File: src/rtl/mem_bus_arbiter_pkg.sv
// Shared types for mem_bus_arbiter: FSM states, owner encoding, latched bus request.
// The grant function changes behaviour when MEM_ARB_ROUND_ROBIN_EN is defined.
package mem_bus_arbiter_pkg;

  localparam int ARB_ADDR_W = 64;
  localparam int ARB_DATA_W = 64;
  localparam int ARB_STRB_W = ARB_DATA_W / 8;

  typedef enum logic [1:0] {IDLE, REQ, RESP, DONE} arb_state_e;

  typedef enum logic {OWN_I, OWN_D} arb_owner_e;

  typedef struct packed {
    logic                  write;
    logic [ARB_ADDR_W-1:0] addr;
    logic [ARB_DATA_W-1:0] wdata;
    logic [ARB_STRB_W-1:0] strobe;
  } bus_req_t;

`ifdef MEM_ARB_ROUND_ROBIN_EN
  // On a tie the requester that did not own the last grant wins.
  function automatic arb_owner_e arb_pick(input logic i_valid, input logic d_valid,
                                          input arb_owner_e last_owner);
    if (i_valid && d_valid) return (last_owner == OWN_I) ? OWN_D : OWN_I;
    return d_valid ? OWN_D : OWN_I;
  endfunction
`else
  function automatic arb_owner_e arb_pick(input logic d_valid);
    return d_valid ? OWN_D : OWN_I;
  endfunction
`endif

endpackage

File: src/rtl/mem_bus_arbiter.sv
// Two-requester (fetch / data) arbiter for the single core memory bus.
// Define MEM_ARB_ROUND_ROBIN_EN for round-robin ties; otherwise D has fixed priority.
module mem_bus_arbiter
  import mem_bus_arbiter_pkg::*;
#(
  parameter int ADDR_W = ARB_ADDR_W,
  parameter int DATA_W = ARB_DATA_W
) (
  input  logic              clk,
  input  logic              rst,
  input  logic              i_req_valid,
  input  logic [ADDR_W-1:0] i_req_addr,
  output logic              i_resp_valid,
  output logic [DATA_W-1:0] i_resp_data,
  output logic              i_stall,
  input  logic              d_req_valid,
  input  logic              d_req_write,
  input  logic [ADDR_W-1:0] d_req_addr,
  input  logic [DATA_W-1:0] d_req_wdata,
  input  logic [DATA_W/8-1:0] d_req_strobe,
  output logic              d_resp_valid,
  output logic [DATA_W-1:0] d_resp_data,
  output logic              d_stall,
  output logic              bus_req_valid,
  input  logic              bus_req_ready,
  output logic              bus_req_write,
  output logic [ADDR_W-1:0] bus_req_addr,
  output logic [DATA_W-1:0] bus_req_wdata,
  output logic [DATA_W/8-1:0] bus_req_strobe,
  input  logic              bus_resp_valid,
  input  logic [DATA_W-1:0] bus_resp_data
);

  arb_state_e        state_q, state_d;
  arb_owner_e        owner_q, owner_d;
  bus_req_t          req_q, req_d;
  logic              i_rv_q, i_rv_d, d_rv_q, d_rv_d;
  logic [DATA_W-1:0] i_rd_q, i_rd_d, d_rd_q, d_rd_d;
`ifdef MEM_ARB_ROUND_ROBIN_EN
  arb_owner_e        last_q, last_d;
`endif

  always_comb begin
    state_d = state_q;
    owner_d = owner_q;
    req_d   = req_q;
    i_rv_d  = 1'b0;
    d_rv_d  = 1'b0;
    i_rd_d  = i_rd_q;
    d_rd_d  = d_rd_q;
`ifdef MEM_ARB_ROUND_ROBIN_EN
    last_d  = last_q;
`endif
    case (state_q)
      IDLE: begin
        if (i_req_valid || d_req_valid) begin
`ifdef MEM_ARB_ROUND_ROBIN_EN
          owner_d = arb_pick(i_req_valid, d_req_valid, last_q);
          last_d  = owner_d;
`else
          owner_d = arb_pick(d_req_valid);
`endif
          // Reads always carry full strobes on the bus.
          if (owner_d == OWN_D) begin
            req_d.write  = d_req_write;
            req_d.addr   = d_req_addr;
            req_d.wdata  = d_req_wdata;
            req_d.strobe = d_req_write ? d_req_strobe : '1;
          end else begin
            req_d.write  = 1'b0;
            req_d.addr   = i_req_addr;
            req_d.wdata  = '0;
            req_d.strobe = '1;
          end
          state_d = REQ;
        end
      end
      REQ: if (bus_req_ready) state_d = RESP;
      RESP: begin
        if (bus_resp_valid) begin
          state_d = DONE;
          if (owner_q == OWN_D) begin
            d_rv_d = 1'b1;
            d_rd_d = bus_resp_data;
          end else begin
            i_rv_d = 1'b1;
            i_rd_d = bus_resp_data;
          end
        end
      end
      DONE:    state_d = IDLE;
      default: state_d = IDLE;
    endcase
  end

  always_ff @(posedge clk) begin
    if (rst) begin
      state_q <= IDLE;
      owner_q <= OWN_I;
      req_q   <= '0;
      i_rv_q  <= 1'b0;
      d_rv_q  <= 1'b0;
      i_rd_q  <= '0;
      d_rd_q  <= '0;
`ifdef MEM_ARB_ROUND_ROBIN_EN
      last_q  <= OWN_I;
`endif
    end else begin
      state_q <= state_d;
      owner_q <= owner_d;
      req_q   <= req_d;
      i_rv_q  <= i_rv_d;
      d_rv_q  <= d_rv_d;
      i_rd_q  <= i_rd_d;
      d_rd_q  <= d_rd_d;
`ifdef MEM_ARB_ROUND_ROBIN_EN
      last_q  <= last_d;
`endif
    end
  end

  assign bus_req_valid  = (state_q == REQ);
  assign bus_req_write  = req_q.write;
  assign bus_req_addr   = req_q.addr;
  assign bus_req_wdata  = req_q.wdata;
  assign bus_req_strobe = req_q.strobe;

  assign i_resp_valid = i_rv_q;
  assign i_resp_data  = i_rd_q;
  assign d_resp_valid = d_rv_q;
  assign d_resp_data  = d_rd_q;

  // Stalls follow the live request so the pipeline releases in the response cycle.
  assign i_stall = i_req_valid & ~i_rv_q;
  assign d_stall = d_req_valid & ~d_rv_q;

endmodule

File: config.mk
export PLATFORM = sky130hd
export DESIGN_NAME = mem_bus_arbiter
export DESIGN_NICKNAME = d
export VERILOG_FILES = /design/src/rtl/mem_bus_arbiter_pkg.sv /design/src/rtl/mem_bus_arbiter.sv
export SDC_FILE = /design/constraint.sdc
export NUM_CORES = 1
export LEC_CHECK = 0
export CELL_PAD_IN_SITES_DETAIL_PLACEMENT = 0
export CELL_PAD_IN_SITES_GLOBAL_PLACEMENT = 1
export CORE_AREA = 2 2 208 210
export CTS_CLUSTER_SIZE = 16
export DETAILED_ROUTE_END_ITERATION = 10
export DIE_AREA = 0 0 210 212
export DONT_BUFFER_PORTS = 1
export GPL_TIMING_DRIVEN = 1
export PLACE_DENSITY = 0.48
export RECOVER_POWER = 25
export SLEW_MARGIN = 15
export SYNTH_ARGS = -nofsm -noshare
export SYNTH_HDL_FRONTEND = slang
export SYNTH_SLANG_ARGS = --single-unit
export TNS_END_PERCENT = 30
File: constraint.sdc
create_clock -name clk -period 1.95 [get_ports clk]
set_clock_uncertainty 0.2 [all_clocks]
set_input_delay 0.4875 -clock clk [delete_from_list [all_inputs] [get_ports clk]]
set_output_delay 0.4875 -clock clk [all_outputs]
set_load 0.05 [all_outputs]
==> summary.txt, run 1 <==
Run status
  • Outcome: finished, violations left
  • Failing checks: negative hold slack

Setup path
  • Worst R2R End: state_q[0]
  • Setup CP Type: flip-flop to output pin
  • Type of origin of the critical path: flip-flop
  • Crit-path cells: inv_2 -> ha_4 -> buf_8
  • FF-to-FF path depth: 6
  • Buffer and inverter count on the worst path: 2
  • R2r startpoint: state_q[0]
  • Nature of the critical path endpoint: output pin
  • Worst EP required: about 1.3 ns
  • Worst R2R Setup Slack: roughly 0.11 ns
  • CP max stage delay: roughly 0.34 ns
  • Crit path depth: 3
  • Arr. time, crit path: 1.21 ns
  • Worst-path maximum fanout: 3
  • Critical-path top delay cell: dfxtp_2
  • Crit-path leading delay family: flip-flops

Detailed routing
  • WL/cell: approximately 20 µm
  • Iter 0 DRT Violations: approximately 480
  • Vias: roughly 8500
  • DRT Wirelength: around 36000 µm
  • TritonRoute pass-1 iters: 4
  • DRC viols: 0
  • Vias per inst: 4.63
  • Post-route ant nets: 0

Floorplan
  • Die height: around 210 µm
  • Starting density of the core: 24.1%
  • # IOs: 541
  • FP Rows: 76
  • Core area: between 0.04 and 0.05 mm²
  • Die W: about 210 µm
  • Die Area: between 0.04 and 0.05 mm²

Timing
  • Final hold slack: -0.141 ns
  • Fin crit share: between 90% and 100%
  • Relative slew slack: around three fifths
  • Final Setup Violations: 0
  • Hold Fails Final Rpt: 50
  • Minimum clock period: ~1.9 ns
  • Slew at the pin closest to its max-slew limit: 0.585 ns
  • Fmax: ~530 MHz
  • Max Slew Vio Count: 0
  • RSZ-0062 raised after global routing: true

Layout
  • Fill cell count: around 4500
  • Non-filler cells, final: around 1800
  • Fin nets: ~1500
  • Share of post-route cells with drive strength above 1: roughly 11%
  • P&R area growth vs syn: 27.4%
  • # diodes: 0

Synthesis
  • Synth top area share: approximately 53%
  • Area of the mapped netlist: between 0.01 and 0.015 mm²
  • Count of cell types in the netlist: 25
  • Yosys top cell by area: dfxtp_1
  • Largest cells by area after synthesis: dfxtp_1, nand2_1, a21oi_1
  • Syn_nets: approximately 1500
  • Register area share after synthesis: 52.8%
  • Synthesized flop and latch total: 270
  • Synth Instances: approximately 1200
  • Average size of a mapped cell: 8.61 µm²
  • Yosys warns: 0

Clocking
  • Root buffer cell: clkbuf_16
  • CTS tree: yes
  • Clk_lat worst skew: between 0.5 and 0.6 ns
  • Reg clk slew, reported paths: ~0.05 ns
  • Number of buffers created by CTS: 35
  • # Post-CTS Setup Buffers: 0
  • CTS max path bufs: 3
  • Num Clock Sinks: 270
  • H-tree depth: 2

Placement
  • Post-DP HPWL: between 20000 and 30000 µm
  • Input/output buffers: 0
  • Placed Cells: about 1700
  • RePlAce Congestion: 0.778

Min path
  • WHS Path Cells: 1
  • Hold path start: rst
  • Hold Path Sink: bus_req_addr[45]
  • HP Class: input pin to flip-flop

Power
  • PwrDens: between 1500 and 2000 mW/mm²
  • Clock group share of total power: 30.3%
  • Power Internal: 12100 µW
  • Total power: approximately 21000 µW
  • Power share of the sequential group: about half
  • Switching fraction of total power: ~42%
  • Net Sw Power: ~8900 µW
  • Max VDD drop: roughly 0.58 mV
  • Comb power frac: between 20% and 30%
  • Leakage: 0.00464 µW

Global routing
  • Largest net degree at the start of global routing: roughly 270
  • Vias in the first global route: approximately 8000
  • Routing usage on met1: approximately 18%
  • Initial antenna violation count: 1
  • Remaining Overflow, GRT: 0
  • GRT Total Usage: ~15%
  • First-pass GRT wire length: approximately 52000 µm
  • Most used routing layer: met2
  • Met3 usage: approximately 7.3%
  • Met2 Track Usage GR: between 20% and 30%

Flow run
  • Max-cap viol count: 0
==> through the flow <==
stage / util [%] / hold slack, ns / area, µm² / setup slack [ns] / setup TNS (ns)
final: 30.7 / -0.141 / 13000 / 0.0483 / 0
after global routing: 30.7 / -0.181 / 13000 / -0.00996 / -0.0163
after CTS: 30.0 / -0.192 / 12800 / -0.00755 / -0.00755
after detailed placement: 25.5 / 0.286 / 10800 / 0.209 / 0
after global placement: 25.5 / 0.285 / 10800 / 0.228 / 0
after floorplan: - / 0.262 / 10200 / 0.0159 / 0
==> layout make-up <==
cell class                 count  area, µm²  area share [%]
sequential                   270       5430            41.7
multi-input combinational    812       4330            33.2
timing repair buffer         137       1440            11.1
clock buffer                  52       1080            8.30
tap                          546        683            5.24
clock inverter                 6       65.1           0.499
inverter                       3       11.3          0.0863
==> flip-flops by register name, indices dropped and copies added, names as in the netlist <==
signal          cells
d_resp_valid        1
bus_req_strobe      8
state_q             2
bus_req_write       1
i_resp_data        64
bus_req_wdata      64
bus_req_addr       64
d_resp_data        64
owner_q             1
i_resp_valid        1
==> kinds of logic (layout without fill, tap and decap cells) <==
| family | Yosys count | in the layout | share of synthesized area (%) |
|---|---|---|---|
| AO/OA/AOI/OAI | 271 | 271 | 17.0 |
| adder cells (fa/ha/maj) | 3 | 3 | 0.367 |
| buffers and inverters | 106 | 198 | 5.07 |
| flip-flops | 270 | 270 | 52.8 |
| multiplexers | 65 | 65 | 6.36 |
| AND/OR/NAND/NOR | 473 | 473 | 18.4 |
==> per-layer routing <==
metal	wire length (µm)	up-vias
met4	804	2
met2	17300	328
met1	14500	3932
met3	3840	44
li1	-	4152
met5	7	-
==> power groups by stage <==
stage / Sequential, µW / Clock, µW / Combinational [µW]
final: 10500 / 6370 / 4240
after global routing: 10600 / 6860 / 4730
after CTS: 10500 / 6630 / 4400
after detailed placement: 10600 / 0 / 4170
after global placement: 10600 / 0 / 4100
after floorplan: 10300 / 0 / 3140
==> repair_timing <==
item	CTS	global route
hold buffers	75	35
endpoints found under the setup margin	15	10
endpoints found under the hold margin	270	267
gates resized for setup	21	9
==> worst register-to-register path, cell delays in order (launching register included) <==
cell	delay (ns)
dfxtp_2	0.36
inv_1	0.07
ha_1	0.26
nor2_1	0.11
a21oi_1	0.07
dlygate4sd3_1	0.57
o21a_1	0.10
==> placed cells by master (no fill, tap or decap), types with 4 or more instances in the layout <==
cell type	instances
buf_6	6
nand3_1	65
nor2_1	75
buf_4	9
dlygate4sd3_1	110
buf_12	9
clkbuf_8	10
nand2b_1	4
clkbuf_16	37
nand2_1	323
a211oi_2	35
clkbuf_1	5
dfxtp_2	23
o22ai_1	8
dfxtp_1	247
mux2i_1	65
a21oi_1	195
a211oi_1	29
==> cell usage after synthesis <==
master and count:
buf_4 6, o21a_1 2, mux2i_1 65, and3_1 1, a21oi_1 195, nand3_1 66
nand3b_1 1, a211oi_2 40, inv_1 3, a211oi_1 24, buf_1 9, and3b_1 1
ha_1 3, clkbuf_4 2, nand2b_1 4, nand2_1 323, nor2_1 75, o311a_1 1
clkbuf_1 38, o22ai_1 8, buf_2 43, o21ai_1 1, buf_6 5, nor2b_1 2
dfxtp_1 270
==> worst max path at each step <==
| stage | from | endpoint | slack [ns] |
|---|---|---|---|
| final | state_q[1] | bus_req_valid | 0.05 |
| after global routing | state_q[1] | bus_req_valid | -0.01 |
| after CTS | state_q[1] | bus_req_valid | -0.008 |
| after detailed placement | state_q[0] | bus_req_strobe[5] | 0.21 |
| after global placement | state_q[0] | d_resp_data[20] | 0.23 |
| after floorplan | d_req_valid | d_stall | 0.02 |
Power figures use the tool's default switching activity.
==> run 2, diff against run 1 <==
Settings changed: CTS_BUF_LIST from default to sky130_fd_sc_hd__clkbuf_16.
==> run 2 against run 1 <==
The flow still finishes with violations (negative hold slack). Maximum frequency is essentially flat. Combinational power about the same. Flip-flop and latch count unchanged. Worst setup slack improved by 0.00085 ns. Clock power down 6.8%. Die area unchanged. Clock-buffer cell count decreased by 15. Sequential share of layout area rose by 0.38 points. Cell count shrank 0.16%. Global-route usage barely moved. First-iteration DRC count down 1.3%. Critical path type unchanged.
==> summary.txt, run 2 (same netlist as run 1, synthesis figures left out) <==
Placement
  • Input/output buffers: 0
  • RePlAce Congestion: about 0.78
  • Placed Cells: 1658
  • Post-DP HPWL: 25300 µm

Layout
  • Share of post-route cells with drive strength above 1: approximately a tenth
  • Most frequent cells in the layout: nand2_1, dfxtp_1, a21oi_1, dlygate4sd3_1, nor2_1
  • Fin nets: 1530
  • # diodes: 0
  • P&R area growth vs syn: 26.2%
  • Commonest non-fill, non-tap cell in the layout: nand2_1
  • Non-filler cells, final: 1823

Setup path
  • Worst-path maximum fanout: 3
  • Buffer and inverter count on the worst path: 2
  • Nature of the critical path endpoint: output pin
  • CP max stage delay: ~0.34 ns
  • Type of origin of the critical path: flip-flop
  • Crit-path leading delay family: flip-flops
  • R2r startpoint: state_q[0]
  • Setup CP Type: flip-flop to output pin
  • Worst R2R Setup Slack: roughly 0.11 ns
  • FF-to-FF path depth: 6
  • Worst EP required: around 1.3 ns
  • Worst R2R End: state_q[0]
  • Arr. time, crit path: between 1 and 1.5 ns
  • Critical-path top delay cell: dfxtp_2
  • Crit-path cells: inv_2 -> ha_4 -> buf_8

Detailed routing
  • TritonRoute pass-1 iters: 5
  • Vias per inst: around 4.6
  • Vias: ~8400
  • DRT Wirelength: approximately 36000 µm
  • WL/cell: approximately 20 µm
  • Post-route ant nets: 0
  • DRC viols: 0
  • Iter 0 DRT Violations: 471

Clocking
  • CTS max path bufs: 3
  • H-tree depth: 2
  • Reg clk slew, reported paths: 0.05 ns
  • Number of buffers created by CTS: 35
  • CTS tree: yes
  • Num Clock Sinks: 270
  • # Post-CTS Setup Buffers: 0
  • Clk_lat worst skew: 0.51 ns
  • Root buffer cell: clkbuf_16

Timing
  • Max Slew Vio Count: 0
  • Fin crit share: between 90% and 100%
  • Slew at the pin closest to its max-slew limit: approximately 0.6 ns
  • Hold Fails Final Rpt: 57
  • Relative slew slack: roughly three fifths
  • Minimum clock period: roughly 1.9 ns
  • Final Setup Violations: 0
  • Final hold slack: -0.143 ns
  • Setup TNS: 0 ns
  • Fmax: 526 MHz
  • RSZ-0062 raised after global routing: true

Min path
  • Hold path start: rst
  • Hold Path Sink: bus_req_addr[45]
  • HP Class: input pin to flip-flop
  • WHS Path Cells: 1

Floorplan
  • FP Rows: 76
  • # IOs: around 540
  • Die W: 210 µm
  • Die Area: 0.0445 mm²
  • Starting density of the core: about a quarter
  • Die height: roughly 210 µm
  • Core area: 0.0425 mm²

Run status
  • Failing checks: negative hold slack
  • Outcome: finished, violations left

Power
  • Total power: ~21000 µW
  • Leakage: approximately 0.0046 µW
  • PwrDens: approximately 1600 mW/mm²
  • Max VDD drop: about 0.56 mV

Global routing
  • GRT Total Usage: between 15 and 20%
  • Largest net degree at the start of global routing: 272
  • First-pass GRT wire length: between 50000 and 60000 µm
  • Remaining Overflow, GRT: 0
  • Initial antenna violation count: 1
  • Vias in the first global route: 8027

Flow run
  • Max-cap viol count: 0
-- run 2: cell types whose count changed in the layout (fill, tap and decap cells not counted), sizes merged --
| cell | change |
|---|---|
| clkinv | +10 |
| clkbuf | -15 |
| dlygate4sd3 | -3 |
| inv | +5 |
-- run 2: cell type report --
cell class / instances / area, µm²
clock buffer: 37 / 926
clock inverter: 21 / 121
fill: 4542 / 29600
inverter: 3 / 11.3
multi-input combinational: 812 / 4330
sequential: 270 / 5430
tap: 546 / 683
timing repair buffer: 134 / 1420
-- run 2: worst max path at each step --
| stage | from | endpoint | slack [ns] | depth (start not counted) |
|---|---|---|---|---|
| final | state_q[1] | bus_req_valid | 0.05 | 3 |
| after global routing | state_q[1] | bus_req_valid | -0.01 | 3 |
| after CTS | state_q[1] | bus_req_valid | -0.008 | 3 |
| after detailed placement | state_q[0] | bus_req_strobe[5] | 0.21 | 7 |
| after global placement | state_q[0] | d_resp_data[20] | 0.23 | 6 |
| after floorplan | d_req_valid | d_stall | 0.02 | 4 |
-- run 2: per-layer routing --
layer | vias to the layer above | track usage, % | wire, µm
li1 | 4148 | - | -
met1 | 3889 | 17.7 | 14500
met2 | 341 | 25.3 | 17300
met3 | 43 | 7.31 | 3870
met4 | 2 | 5.18 | 778
met5 | - | 0 | 7
-- run 2: what timing repair did --
item                       in CTS  in global routing
hold endpoints to repair      270                267
hold buffers                   74                 33
resized for setup              18                  9
setup endpoints to repair      12                 10
pin swaps                       0                  0
-- run 2: power breakdown --
group / leakage, µW / total, µW / internal [µW] / switching (µW)
sequential: 0.00221 / 10400 / 6500 / 3950
combinational: 0.00185 / 4240 / 1680 / 2550
clock: 0.000529 / 5940 / 3530 / 2420
total: 0.00460 / 20600 / 11700 / 8920
-- run 2: metrics by stage --
stage / worst slack, ns / hold slack [ns] / util [%] / instance area (µm²)
after floorplan: 0.0159 / 0.262 / - / 10200
after global placement: 0.228 / 0.285 / 25.5 / 10800
after detailed placement: 0.209 / 0.286 / 25.5 / 10800
after CTS: -0.00755 / -0.192 / 29.8 / 12600
after global routing: -0.00996 / -0.181 / 30.4 / 12900
final: 0.0491 / -0.143 / 30.4 / 12900
==> run 3, diff against run 2 <==
Settings changed: CELL_PAD_IN_SITES_DETAIL_PLACEMENT 0 to 1, CELL_PAD_IN_SITES_GLOBAL_PLACEMENT 1 to 2, CORE_AREA 2 2 208 210 to 2 2 211 213, DIE_AREA 0 0 210 212 to 0 0 213 215, PLACE_DENSITY 0.48 to 0.58, TNS_END_PERCENT 30 to 10.
==> run 3 against run 2 <==
Critical path depth is the same. Largest power group unchanged. Worst setup slack lost 0.014 ns. Sequential power hardly changed. Flip-flop and latch count unchanged. The run still ends with negative hold slack left. Wire length increased by 5.4%.
==> summary.txt, run 3 (same netlist as run 1, synthesis figures left out) <==
Setup path
  • CP max stage delay: 0.33 ns
  • Critical-path top delay cell: dfxtp_2
  • Type of origin of the critical path: flip-flop
  • Worst EP required: roughly 1.3 ns
  • Setup CP Type: flip-flop to output pin
  • Buffer and inverter count on the worst path: 2
  • Arr. time, crit path: 1.23 ns
  • Crit-path cells: inv_2 -> ha_4 -> buf_12
  • Worst-path maximum fanout: 2
  • Nature of the critical path endpoint: output pin
  • Crit-path leading delay family: flip-flops

Global routing
  • Vias in the first global route: 8729
  • Remaining Overflow, GRT: 0
  • First-pass GRT wire length: between 50000 and 60000 µm
  • GRT Total Usage: approximately 16%
  • Initial antenna violation count: 2
  • Largest net degree at the start of global routing: roughly 270

Clocking
  • Clk_lat worst skew: approximately 0.53 ns
  • Reg clk slew, reported paths: 0.06 ns
  • Root buffer cell: clkbuf_16
  • Num Clock Sinks: 270
  • CTS tree: yes
  • Number of buffers created by CTS: 34
  • H-tree depth: 2
  • CTS max path bufs: 3

Layout
  • Share of post-route cells with drive strength above 1: a little under an eighth
  • Most frequent cells in the layout: nand2_1, dfxtp_1, a21oi_1, dlygate4sd3_1, nor2_1
  • Final Instance Area: 0.0133 mm²
  • Fin nets: between 1500 and 2000
  • P&R area growth vs syn: 29.7%
  • Commonest non-fill, non-tap cell in the layout: nand2_1
  • Register area: between 0.005 and 0.006 mm²
  • Fill cell count: a little over 5000
  • Multi-input logic area: around 0.0043 mm²

Min path
  • HP Class: input pin to flip-flop

Floorplan
  • # IOs: 541
  • Starting density of the core: 23.4%
  • Die W: 213 µm
  • Die Area: approximately 0.046 mm²
  • Die height: ~220 µm
  • Core area: approximately 0.044 mm²
  • FP Rows: 77

Timing
  • Hold Fails Final Rpt: between 100 and 150
  • RSZ-0062 raised after global routing: true
  • Relative slew slack: roughly 60%
  • PnR worst setup slack: roughly 0.035 ns
  • Final Setup Violations: 0
  • Final hold slack: -0.138 ns
  • Fmax: 522 MHz
  • Slew at the pin closest to its max-slew limit: 0.588 ns
  • Fin crit share: 98.2%
  • Max Slew Vio Count: 0
  • Minimum clock period: about 1.9 ns

Detailed routing
  • Vias: 8725
  • TritonRoute pass-1 iters: 4
  • Iter 0 DRT Violations: around 390
  • DRT Wirelength: 38400 µm
  • DRC viols: 0
  • Vias per inst: ~4.6
  • WL/cell: between 20 and 25 µm
  • Post-route ant nets: 0

Run status
  • Outcome: finished, violations left
  • Failing checks: negative hold slack

Flow run
  • Max-cap viol count: 0

Placement
  • RePlAce Congestion: 0.781
  • Placement Setup Slack: around 0.10 ns
  • Post-DP HPWL: roughly 27000 µm
  • Area after DPL: between 0.01 and 0.015 mm²
  • Input/output buffers: 0

Power
  • Leakage: between 0.004 and 0.005 µW
  • Max VDD drop: between 0.4 and 0.5 mV
  • Total power: approximately 21000 µW
  • PwrDens: roughly 1600 mW/mm²
==> run 3: path summary, 6_finish.rpt <==
path,end,slack (ns),depth (start not counted),startpoint
setup / recovery,bus_req_valid,0.04,3,state_q[1]
hold / removal,bus_req_addr[59],-0.14,1,rst
setup reg to reg,bus_req_wdata[61],0.05,6,state_q[0]
hold reg to reg,i_resp_data[61],0.26,2,i_resp_data[61]
==> run 3: per-layer routing <==
metal | GRT usage, % | vias up | wire length (µm)
li1 | - | 4183 | -
met1 | 17.2 | 4141 | 14800
met2 | 26.2 | 342 | 18100
met3 | 7.45 | 59 | 4290
met4 | 6.39 | 0 | 1170
met5 | 0 | - | 0
==> run 3: repair_timing <==
action,4_1_cts,5_1_grt
buffers inserted,1,1
endpoints found under the setup margin,17,38
hold endpoints to repair,270,212
pin swaps,0,1
gates cloned,0,0
gates resized for setup,23,11
hold buffers,40,81
==> run 3: area by class of cell <==
type | count | area share (%)
flip-flops and latches | 270 | 41.0
multi-input cells | 812 | 32.8
repair buffers | 157 | 12.6
clock buffers | 37 | 6.98
well taps | 592 | 5.58
clock inverters | 22 | 1.06
inverters | 3 | 0.0849
diodes | 1 | 0.0189
==> run 3: report_power, final <==
group	internal (µW)	leakage (µW)	switching (µW)
combinational	1730	0.00198	2640
sequential	6510	0.00221	3950
clock	3650	0.000563	2430
==> run 3: metrics by stage <==
step	setup TNS [ns]	hold WS, ns	instances	util (%)
after floorplan	0	0.262	1188	-
after global placement	0	0.245	1711	25.1
after detailed placement	0	0.257	1711	25.1
after CTS	-0.0117	-0.204	1811	28.6
after global routing	-0.0410	-0.170	1894	30.4
final	0	-0.138	1894	30.4
